[config.mk]
export PLATFORM = sky130hd
export DESIGN_NAME = spi_bus_gate
export DESIGN_NICKNAME = d
export VERILOG_FILES = /design/src/rtl/spi_bus_gate.sv
export SDC_FILE = /design/constraint.sdc
export NUM_CORES = 1
export LEC_CHECK = 0
export CAP_MARGIN = 20
export CORE_ASPECT_RATIO = 2
export CORE_MARGIN = 2
export CORE_UTILIZATION = 40
export DETAILED_ROUTE_END_ITERATION = 6
export PLACE_DENSITY = 0.7
export SETUP_SLACK_MARGIN = 0.2
export SLEW_MARGIN = 20
export SYNTH_ARGS = -nofsm -noshare
export SYNTH_HDL_FRONTEND = slang
export SYNTH_SLANG_ARGS = --single-unit
[constraint.sdc]
create_clock -name CLK -period 2.2 [get_ports CLK]
set_input_delay 0.55 -clock CLK [delete_from_list [all_inputs] [get_ports CLK]]
set_output_delay 0.55 -clock CLK [all_outputs]
set_load 0.1 [all_outputs]
[src/rtl/spi_bus_gate.sv]
// spi_bus_gate: SPI-slave gateway from an external host to the internal
// port bus. A frame is AW address bits followed by any number of DW-bit data
// words, all MSB first. Every received word is presented on RXD together with
// a one-cycle RXE pulse. The word to send back is taken from TXD at the start
// of each data word, and that load is flagged by a one-cycle TXE pulse.
//
// Ports
//   CLK           system clock, rising edge
//   nRST          asynchronous active-low reset
//   SCLK/MOSI/nCS host pins, asynchronous to CLK
//   MISO          host data out (MSB first)
//   RXD  [DW]     last complete word received
//   TXD  [DW]     word to send, supplied by the addressed port
//   ADDR [AW]     current port address
//   SEL           frame active and address valid
//   RXE           one-cycle pulse: RXD holds a new word for ADDR
//   TXE           one-cycle pulse: TXD latched into the shift register
module spi_bus_gate #(
    parameter int AW          = 8,
    parameter int DW          = 8,
    parameter int CS_FLT_TAPS = 3,
    parameter int CPOL        = 0,
    parameter int CPHA        = 0,
    parameter int AUTO_INC    = 1
) (
    input  logic          CLK,
    input  logic          nRST,
    input  logic          SCLK,
    input  logic          MOSI,
    input  logic          nCS,
    output logic          MISO,
    output logic [DW-1:0] RXD,
    input  logic [DW-1:0] TXD,
    output logic [AW-1:0] ADDR,
    output logic          SEL,
    output logic          RXE,
    output logic          TXE
);

    localparam int CW = 6;  // bit counter, covers AW <= 16 and DW <= 32

    typedef enum logic [1:0] {ST_IDLE, ST_ADDR, ST_DATA} state_t;

    logic [1:0]             sclk_sync_reg, mosi_sync_reg, ncs_sync_reg;
    logic                   sclk_d_reg;
    logic [CS_FLT_TAPS-1:0] cs_flt_reg;
    logic                   cs_act_reg, armed_reg;

    state_t                 state_reg, state_next;
    logic [CW-1:0]          cnt_reg, cnt_next;
    logic [AW-1:0]          addr_reg, addr_next;
    logic [DW-1:0]          rx_sh_reg, rx_sh_next;
    logic [DW-1:0]          rxd_reg, rxd_next;
    logic [DW-1:0]          tx_reg, tx_next;
    logic                   sel_reg, sel_next, sel_d_reg;
    logic                   rxe_reg, rxe_next, rxe_d_reg;
    logic                   txe_reg, txe_next;

    logic sclk_s, mosi_s, ncs_s;
    logic sclk_rise, sclk_fall, lead_edge, trail_edge;
    logic sample_edge, shift_edge;
    logic [AW-1:0] addr_shifted;
    logic [DW-1:0] rx_shifted;

    assign sclk_s = sclk_sync_reg[1];
    assign mosi_s = mosi_sync_reg[1];
    assign ncs_s  = ncs_sync_reg[1];

    assign sclk_rise   = sclk_s & ~sclk_d_reg;
    assign sclk_fall   = ~sclk_s & sclk_d_reg;
    assign lead_edge   = (CPOL == 0) ? sclk_rise : sclk_fall;
    assign trail_edge  = (CPOL == 0) ? sclk_fall : sclk_rise;
    assign sample_edge = (CPHA == 0) ? lead_edge : trail_edge;
    assign shift_edge  = (CPHA == 0) ? trail_edge : lead_edge;

    assign addr_shifted = (addr_reg << 1) | AW'(mosi_s);
    assign rx_shifted   = (rx_sh_reg << 1) | DW'(mosi_s);

    // Synchronisers, nCS deglitch filter and frame-active flag.
    // armed_reg only sets once the filter has seen nCS high, so after reset a
    // frame needs a fresh nCS falling edge even if nCS was held low throughout.
    always_ff @(posedge CLK or negedge nRST) begin
        if (!nRST) begin
            sclk_sync_reg <= '0;
            mosi_sync_reg <= '0;
            ncs_sync_reg  <= '0;
            sclk_d_reg    <= 1'b0;
            cs_flt_reg    <= '0;
            cs_act_reg    <= 1'b0;
            armed_reg     <= 1'b0;
        end else begin
            sclk_sync_reg <= {sclk_sync_reg[0], SCLK};
            mosi_sync_reg <= {mosi_sync_reg[0], MOSI};
            ncs_sync_reg  <= {ncs_sync_reg[0], nCS};
            sclk_d_reg    <= sclk_s;
            cs_flt_reg    <= {cs_flt_reg[CS_FLT_TAPS-2:0], ncs_s};
            if (&cs_flt_reg) begin
                cs_act_reg <= 1'b0;
                armed_reg  <= 1'b1;
            end else if ((cs_flt_reg == '0) && armed_reg) begin
                cs_act_reg <= 1'b1;
            end
        end
    end

    always_ff @(posedge CLK or negedge nRST) begin
        if (!nRST) begin
            state_reg <= ST_IDLE;
            cnt_reg   <= '0;
            addr_reg  <= '0;
            rx_sh_reg <= '0;
            rxd_reg   <= '0;
            tx_reg    <= '0;
            sel_reg   <= 1'b0;
            sel_d_reg <= 1'b0;
            rxe_reg   <= 1'b0;
            rxe_d_reg <= 1'b0;
            txe_reg   <= 1'b0;
        end else begin
            state_reg <= state_next;
            cnt_reg   <= cnt_next;
            addr_reg  <= addr_next;
            rx_sh_reg <= rx_sh_next;
            rxd_reg   <= rxd_next;
            tx_reg    <= tx_next;
            sel_reg   <= sel_next;
            sel_d_reg <= sel_reg;
            rxe_reg   <= rxe_next;
            rxe_d_reg <= rxe_reg;
            txe_reg   <= txe_next;
        end
    end

    always_comb begin
        state_next = state_reg;
        cnt_next   = cnt_reg;
        addr_next  = addr_reg;
        rx_sh_next = rx_sh_reg;
        rxd_next   = rxd_reg;
        tx_next    = tx_reg;
        sel_next   = sel_reg;
        rxe_next   = 1'b0;
        txe_next   = 1'b0;

        if (!cs_act_reg) begin
            // Deselect: a partial word is dropped; ADDR and RXD keep their values.
            state_next = ST_IDLE;
            cnt_next   = '0;
            sel_next   = 1'b0;
            tx_next    = '0;
        end else begin
            case (state_reg)
                ST_IDLE: begin
                    state_next = ST_ADDR;
                    cnt_next   = '0;
                    tx_next    = '0;
                end
                ST_ADDR: begin
                    tx_next = '0;
                    if (sample_edge) begin
                        addr_next = addr_shifted;
                        if (cnt_reg == CW'(AW - 1)) begin
                            cnt_next   = '0;
                            sel_next   = 1'b1;
                            state_next = ST_DATA;
                        end else begin
                            cnt_next = cnt_reg + CW'(1);
                        end
                    end
                end
                ST_DATA: begin
                    if (sample_edge) begin
                        rx_sh_next = rx_shifted;
                        if (cnt_reg == CW'(DW - 1)) begin
                            rxd_next = rx_shifted;
                            rxe_next = 1'b1;
                            cnt_next = '0;
                        end else begin
                            cnt_next = cnt_reg + CW'(1);
                        end
                    end
                    if (rxe_reg && (AUTO_INC != 0)) begin
                        addr_next = addr_reg + AW'(1);
                    end
                    // Load the next word once ADDR is settled: right after SEL
                    // rises, or two cycles after RXE (after any increment).
                    // A load takes priority over a shift in the same cycle.
                    if ((sel_reg && !sel_d_reg) || rxe_d_reg) begin
                        tx_next  = TXD;
                        txe_next = 1'b1;
                    end else if (shift_edge && (cnt_reg != '0)) begin
                        tx_next = tx_reg << 1;
                    end
                end
                default: state_next = ST_IDLE;
            endcase
        end
    end

    assign MISO = tx_reg[DW-1];
    assign RXD  = rxd_reg;
    assign ADDR = addr_reg;
    assign SEL  = sel_reg;
    assign RXE  = rxe_reg;
    assign TXE  = txe_reg;

endmodule

* Word level (Yosys, flattened, before mapping)
Cells that the tools add are included.
Cells by class: add/sub/neg operators 2, equal/unequal tests 15, multiplexer cells 28, bitwise logic cells 6, reduce and logical (&&, ||, !) cells 20
Operators by type and width (count):
- $mux 8 | 5
- $pmux 8 s2 | 2
- $mux 6 | 3
- $or 8x1->8 | 2
- $mux 1 | 13
- $pmux 6 s2 | 1
- $reduce_and 3->1 | 4
- $ne 3x2->1 const B | 3
- $add 8x1->8 const B | 1
- $reduce_and 4->1 | 2
- $add 6x1->6 const B | 1
- $eq 6x3->1 const B | 1
- $mux 2 | 3
- $ne 2x1->1 const B | 3
- $ne 2x2->1 const B | 3
- $ne 3x3->1 const B | 2
- $pmux 2 s3 | 1
- $reduce_bool 6->1 | 1
- $ne 4x4->1 const B | 1
- $reduce_and 2->1 | 2
- $reduce_bool 2->1 | 2
- $reduce_or 2->1 | 2
- $logic_and 1x1->1 | 3
- $logic_not 3->1 | 1
- other kinds (7) | 9
Word-level totals: bits in registers 56, input port bits 13, output and inout bits 20, word-level logic and storage cells 89

* Logic depth before layout (Yosys ltp)
Gate-level depths: netlist (run 1).
depth in word-level cells 7, depth in mapped cells 7, mapped depth without buffers 6

* Worst setup path after synthesis (run 1)
OpenSTA, ideal clock, no wires.
path type reg2reg, from register sel_reg (netlist: SEL), to register tx_reg[7], library setup time 0.126 ns, arrival time 1.954 ns, required time 2.074 ns, slack 0.120 ns, cell stages (with the launch flop) 6, path buffers 1, period minus slack after synthesis 2.080 ns, cell sequence dfrtp_1 > nand2b_1 > nor3b_2 > a22o_2 > buf_6 > mux2_2
On the way: word-level cells in the longest chain between the ends 5, elaborated cells on any way between the ends 7, classes of those cells 1 x eq/ne; 3 x mux; 3 x reduce/logical
Ends and longest elaborated chain:
- start: declaration | line 55 | logic sel_reg, sel_next, sel_d_reg;
- start signal: assignment | line 126 | sel_reg <= sel_next;
- $logic_and 1x1->1 (*) | line 188 | if ((sel_reg && !sel_d_reg) || rxe_d_reg) begin
- $logic_or 1x1->1 (*) | line 188
- $mux 8 | line 188
- $pmux 8 s2 | line 152 | case (state_reg)
- $mux 8 | line 145 | if (!cs_act_reg) begin
- end signal: assignment | line 125 | tx_reg <= tx_next;
- end: declaration | line 54 | logic [DW-1:0] tx_reg, tx_next;
Every way passes the cells marked *; elsewhere a longest branch is shown, timed or not. A chain may end at the register's enable or synchronous reset.

* Worst setup path after layout (run 1)
from register state_reg[0], to register tx_reg[4]
On the way: word-level cells in the longest chain between the ends 4, elaborated cells on any way between the ends 9, classes of those cells 4 x eq/ne; 2 x mux; 3 x reduce/logical
Ends and longest elaborated chain:
- start: declaration | line 49 | state_t state_reg, state_next;
- start signal: assignment | line 120 | state_reg <= state_next;
- $eq 2x1->1 or $logic_not 2->1 (tied branches) | line 152
- $reduce_or 2->1 (no line)
- $pmux 8 s2 or $ne 3x2->1 (tied branches)
- $mux 8 or $reduce_and 2->1 (tied branches)
Parallel ways exist; a longest one is shown, timed or not.

==> results.txt, run 1 <==
TritonCTS buffer count: 5
Fill cells: 588
initial antenna violation count: 0
Post-Synth XOR/XNOR Area: 0%
worst rel slew slack: 66.5%
area of the multi-input gates: 1060 µm²
number of global-route vias before repair: 1782
Initial DRT Pass Iterations: 4
Place WS: 0.188 ns
Port Buf Inserts: 32
WS Path Type: flip-flop to flip-flop
CP Capture Type: flip-flop
Die W: 60.8 µm
Startpoint Class: flip-flop
synth warn: 0
TritonCTS clock tree: yes
flops & latches, synth: 56
slowest CP cell: dfrtp_1
R2R setup slack: 0.36 ns
gr busiest metal: met2
fin area: 3100 µm²
first-pass GRT wire length: 8110 µm
syn_area_per_cell: 11.8 µm²
nets: 269
setup_tns: 0 ns
global-route met1 utilization: 15.2%
CP top delay family: flip-flops
reg2reg path depth: 6
largest family of logic cells by synthesized area: compound AO/OA/AOI/OAI gates
Critical Path AT: 2.02 ns
Reg area: 1400 µm²
Clock Pin Slew Worst Setup and Hold Paths: 0.07 ns
Worst R2R Start: state_reg[0]
FP Rows: 41
Tmin final: 1.84 ns
total core area: 6260 µm²
CP max stage delay: 0.39 ns
Adder-Cell Fraction of Synth Area: 2.91%
Max Fclk: 545 MHz
dpl cells: 328
simple-gate share of the synthesized area: 12.9%
1st-iter DRT viols: 61
# diodes: 0
Starting Density: 41.2%
Clock power frac: 28.3%
GRT Total Usage: 15.0%
largest area contributor in the synthesized netlist: dfrtp_1
Routed Wire Length: 4780 µm
Sequential Power Share: 43.8%
ys flop type: dfrtp_1
multiplexer share of the synthesized area: 11.5%
EDFF count, synth: 0
Clock Tree Root: clkbuf_16
Area growth syn-to-layout: 20.2%
DR vias/cell: 5.25
# DRC: 0
switch share: 35.0%
net load switching power: 954 µW
unrepaired setup endpoints after global routing: false
combinational share of power: 27.9%
vias post-DR: 1768
Synth Area in Compound Gates: 13.5%
CTS Buffer Depth: 2
post-synthesis instance total: 218
clk_lat worst skew: 0.29 ns
status: completed
worst min path class: input port to async pin
Mapped Nets: 237
met2 Track Usage GR: 26.3%
top post-synthesis cells by area: dfrtp_1 54%, mux2_2 9.6%, nand2_1 3.1%, ha_1 2.9%, a22o_1 2.7%
Tcrit/Tclk final: 83.4%
pin count of the biggest net entering global routing: 55
Final Skew: 0.00658 ns
Slew @ Worst Pin: 0.502 ns
Clock Sinks: 56
Fin Hold WS: 0.0474 ns
RR Endpoint: tx_reg[4]
Mapped Area: 2580 µm²
Leak: 0.00145 µW
sequential area share after synthesis: 54.3%
worst-path fanout max: 10
max-cap violations: 0
Area after DPL: 2940 µm²
fin. max-slew vios: 0
Fin. Hold Viols: 0
# IOs: 33
Die Area: 7140 µm²
grt ovf: 0
P_int: 1780 µW
maximum vdd drop: 0.000768 V
asr flop ratio synth: 100%
Die Span Y: 118 µm
worst path buffer plus inverter count: 1
final setup margin: 0.365 ns
GR Util met3: 3.96%
H-tree depth: 2
post-DP HPWL: 3390 µm
CP Cell Sequence: inv_1 -> ha_2 -> nand2_1 -> nor3b_2 -> a22o_4 -> mux2_2
CP required: 2.38 ns
Detail Route Antenna Nets: 0
top-area cell type share of the netlist area: 54.3%
non-filler cells, final: 337
layout cells sized above 1: 27.5%
final setup violation count: 0
GP Congestion: 0.846
Avg WL per Cell: 14.2 µm
Critical Path Start: state_reg[0]
Cell variety after synth: 47
pwr dens: 881 nW/µm²
## worst max-delay path by stage
stage                            to  slack (ns)  cells after the start
after floorplan           tx_reg[7]        0.33                      5
after global placement      ADDR[2]        0.27                      6
after detailed placement    ADDR[2]        0.19                      6
after CTS                 tx_reg[3]        0.20                      6
after global routing      tx_reg[5]        0.21                      6
final                     tx_reg[4]        0.36                      6
## through the flow
stage / util, % / total power [µW]
2_1_floorplan: - / 1790
3_3_place_gp: 47.0 / 1960
3_5_place_dp: 47.0 / 1970
4_1_cts: 49.4 / 2760
5_1_grt: 49.5 / 2860
6_report: 49.5 / 2730
## worst reg2reg max path, stage by stage (launching register included)
cell	delay (ns)
dfrtp_1	0.39
inv_1	0.09
ha_2	0.29
nand2_1	0.13
nor3b_2	0.25
a22o_4	0.22
mux2_2	0.35
## cells in the mapped netlist, types with 2 or more instances
master	count
a21oi_1	8
ha_1	6
nor2b_1	4
o31ai_1	2
nand2b_1	2
nand4_1	2
buf_2	2
nor2_1	6
o21ai_0	9
nand3_1	8
clkbuf_1	2
o41ai_1	2
a211oi_1	3
nor3_1	3
mux2i_1	5
dfrtp_1	56
mux2_2	22
and2_1	2
nand2_1	21
a22o_1	8
inv_1	11
buf_4	7
and3_1	2
nand3b_1	2
## layout make-up
class | count | area share [%]
clock buffers | 7 | 4.28
clock inverters | 1 | 0.283
inverters | 11 | 1.33
multi-input cells | 139 | 34.4
flip-flops and latches | 56 | 45.3
well taps | 86 | 3.47
repair buffers | 37 | 11.0
## power by group through the flow
stage,Sequential (µW),Clock [µW],Combinational (µW)
floorplan,1170,0,621
finish,1200,772,762
detailed placement,1220,0,756
global placement,1210,0,745
global route,1210,830,824
CTS,1200,798,767
## kinds of logic (layout without fill, tap and decap cells)
logic type                 Yosys count  count (layout)
and+or+nand+nor                     60              60
DFF                                 56              56
AOI/OAI and AO/OA                   46              46
muxes                               27              27
buffers and inverters               23              56
adders and majority gates            6               6
## placed cells by master (no fill, tap or decap), types with 2 or more instances in the layout
cell type	netlist	final
mux2i_1	5	5
buf_12	0	3
mux2_2	22	22
o21ai_0	9	8
ha_1	6	5
and3_1	2	2
nand2b_1	2	2
nor3_1	3	3
o31ai_1	2	2
and2_1	2	2
nor2_1	6	6
inv_1	11	11
clkbuf_1	2	2
nand2_1	21	21
a22o_1	8	8
buf_4	7	22
nor2b_1	4	4
o41ai_1	2	2
clkdlybuf4s50_1	0	11
dfrtp_1	56	54
nand3b_1	2	2
nand4_1	2	2
a211oi_1	3	3
nand3_1	8	8
clkbuf_16	0	5
dfrtp_2	0	2
a21oi_1	8	8
## routing by layer
| layer | share of wire [%] | vias up |
|---|---|---|
| met5 | 0 | - |
| met4 | 2.5 | 0 |
| met3 | 3.2 | 5 |
| met2 | 56 | 31 |
| met1 | 38 | 893 |
| li1 | - | 839 |
## timing repair
action                                  CTS  global route
hold endpoints to repair                  0             0
hold buffers                              0             0
buffers inserted                          1             0
endpoints found under the setup margin    2            19
pin swaps                                 0             0
gates resized for setup                   0             3
gates cloned                              0             0
No activity file was read; power rests on OpenSTA's default activity.
==> inputs of run 2 (changes only) <==
--- a/config.mk
+++ b/config.mk
@@ -10,7 +10,7 @@
 export CORE_MARGIN = 2
 export CORE_UTILIZATION = 40
 export DETAILED_ROUTE_END_ITERATION = 6
-export PLACE_DENSITY = 0.7
+export PLACE_DENSITY = 0.72
 export SETUP_SLACK_MARGIN = 0.2
 export SLEW_MARGIN = 20
 export SYNTH_ARGS = -nofsm -noshare
==> constraint.sdc (replaced) <==
create_clock -name CLK -period 1.6 [get_ports CLK]
set_input_delay 0.4 -clock CLK [delete_from_list [all_inputs] [get_ports CLK]]
set_output_delay 0.4 -clock CLK [all_outputs]
set_load 0.1 [all_outputs]
==> run 2 against run 1 <==
The flow now finishes with violations (negative setup slack). Utilization rose by 15 points. Final cell count rose by 12%. Sequential share of layout area fell by 10 points. Global-route usage rose by 3.5 points. Combinational power rose by 140%. Routed wire length rose by 29%. First-iteration DRC count rose by 18%. Design area rose by 30%. Clock-buffer cell count fell by 1. Hold slack improved by 0.30 ns. Non-clock buffer count rose by 41. Critical endpoint is now RXD[1]. Highest routed layer unchanged.
==> results.txt, run 2 (synthesis results as in run 1) <==
Slew @ Worst Pin: 0.312 ns (-0.190 ns)
maximum vdd drop: 0.000982 V (+28%)
Reg area: 1410 µm² (+0.71%)
final setup violation count: 24 (+24)
Clock Tree Root: clkbuf_16
fin. max-slew vios: 0 (unchanged)
Worst R2R Start: cnt_reg[5]
Starting Density: 41.2% (unchanged)
Clock Sinks: 56 (unchanged)
Fill cells: 461 (-22%)
1st-iter DRT viols: 72 (+18%)
CTS Buffer Depth: 2 (unchanged)
R2R setup slack: -0.1 ns (-0.46 ns)
Clock Pin Slew Worst Setup and Hold Paths: 0.07 ns (about the same)
final setup margin: -0.0961 ns (-0.461 ns)
pin count of the biggest net entering global routing: 44 (-20%)
Max Fclk: 590 MHz (+8.2%)
clk_lat worst skew: 0.30 ns (about the same)
number of global-route vias before repair: 2116 (+19%)
CP required: 1.79 ns (-0.59 ns)
vias post-DR: 2014 (+14%)
initial antenna violation count: 0 (unchanged)
Routed Wire Length: 6180 µm (+29%)
unrepaired setup endpoints after global routing: true
# DRC: 0 (unchanged)
FP Rows: 41 (unchanged)
Die Span Y: 118 µm (unchanged)
Leak: 0.00178 µW (+23%)
leading cell type in the layout, fill and taps excluded: dfrtp_1
violated checks: negative setup slack
grt ovf: 0 (unchanged)
Final Skew: 0.00565 ns (-0.000933 ns)
Die W: 60.8 µm (unchanged)
worst-path fanout max: 4 (-6)
Detail Route Antenna Nets: 0 (unchanged)
worst rel slew slack: 79.1% (+13 points)
Fin. Hold Viols: 0 (unchanged)
most frequent cells in the layout: 50 x dfrtp_1, 28 x buf_4, 23 x buf_12
# diodes: 0 (unchanged)
Initial DRT Pass Iterations: 4 (unchanged)
Port Buf Inserts: 32 (unchanged)
Avg WL per Cell: 16.3 µm (+15%)
CP Capture Type: flip-flop
fin util: 64.4% (+15 points)
Place WS: -0.171 ns (-0.359 ns)
TritonCTS buffer count: 5 (unchanged)
# IOs: 33 (unchanged)
DR vias/cell: 5.31 (+1.3%)
worst min path class: flip-flop to flip-flop
pwr dens: 1140 nW/µm² (+29%)
Critical Path AT: 1.89 ns (-0.13 ns)
status: finished with violations
Area growth syn-to-layout: 56.3%
Tmin final: 1.70 ns (-0.139 ns)
hold path startpoint: sclk_sync_reg[0]
area of the multi-input gates: 1370 µm² (+28%)
TritonCTS clock tree: yes
max-cap violations: 0 (unchanged)
layout cells sized above 1: 52.9% (+25 points)
nets: 311 (+16%)
post-DP HPWL: 4030 µm (+19%)
Die Area: 7140 µm² (unchanged)
GRT Total Usage: 18.5% (+3.5 points)
fin area: 4030 µm² (+30%)
WS Path Type: flip-flop to flip-flop
Fin Hold WS: 0.350 ns (+0.302 ns)
GP Congestion: 0.846 (about the same)
Tcrit/Tclk final: 106% (+23 points)
first-pass GRT wire length: 9950 µm (+23%)
Startpoint Class: flip-flop
H-tree depth: 2 (unchanged)
Area after DPL: 3530 µm² (+20%)
total core area: 6260 µm² (unchanged)
Critical Path Start: cnt_reg[5]
-- run 2: repair_timing --
item | in CTS | in global routing
gates cloned | 1 | 0
pin swaps | 17 | 5
hold buffers | 1 | 0
hold endpoints to repair | 11 | 0
setup buffers | 9 | 3
resized for setup | 31 | 30
setup endpoints to repair | 48 | 50
-- run 2: area by class of cell --
type / instances / share of cell area [%]
Multi-Input combinational cell: 140 / 33.9
Timing Repair Buffer: 78 / 23.8
Clock inverter: 2 / 0.404
Clock buffer: 6 / 3.20
Inverter: 11 / 1.02
Sequential cell: 56 / 35.1
Tap cell: 86 / 2.67
-- run 2: final timing paths --
kind | to | cells after the start
min reg2reg | sclk_sync_reg[1] | 0
max in group asynchronous | tx_reg[5] | 4
max | RXD[1] | 4
max reg2reg | RXD[1] | 4
min in group asynchronous | tx_reg[1] | 2
min | sclk_sync_reg[1] | 0
-- run 2: where the power goes --
part	internal, µW	leakage (µW)	switching, µW
Combinational	885	0.000980	977
Sequential	1510	0.000734	126
Clock	585	0.0000671	511
Total	2980	0.00178	1610
-- run 2: critical path: stages (launching register included) --
cell and delay [ns]:
dfrtp_1 0.38, or3_4 0.41, or2_4 0.29, nor2_4 0.18, mux2_4 0.32
-- run 2: layer usage --
metal  global-route usage (%)  share of wire [%]  vias to the layer above
li1                         -                  -                      926
met1                     20.4                 37                     1019
met2                     30.9                 56                       53
met3                     4.51                3.2                       16
met4                     10.3                3.7                        0
met5                        0                  0                        -
-- run 2: per-stage QoR --
step                cells  total power (µW)  TNS [ns]
floorplan             218              2540     -2.33
global placement      357              3050     -2.16
detailed placement    357              3080     -3.14
CTS                   376              4470     -1.40
global route          379              4800     -3.09
finish                379              4590     -1.50
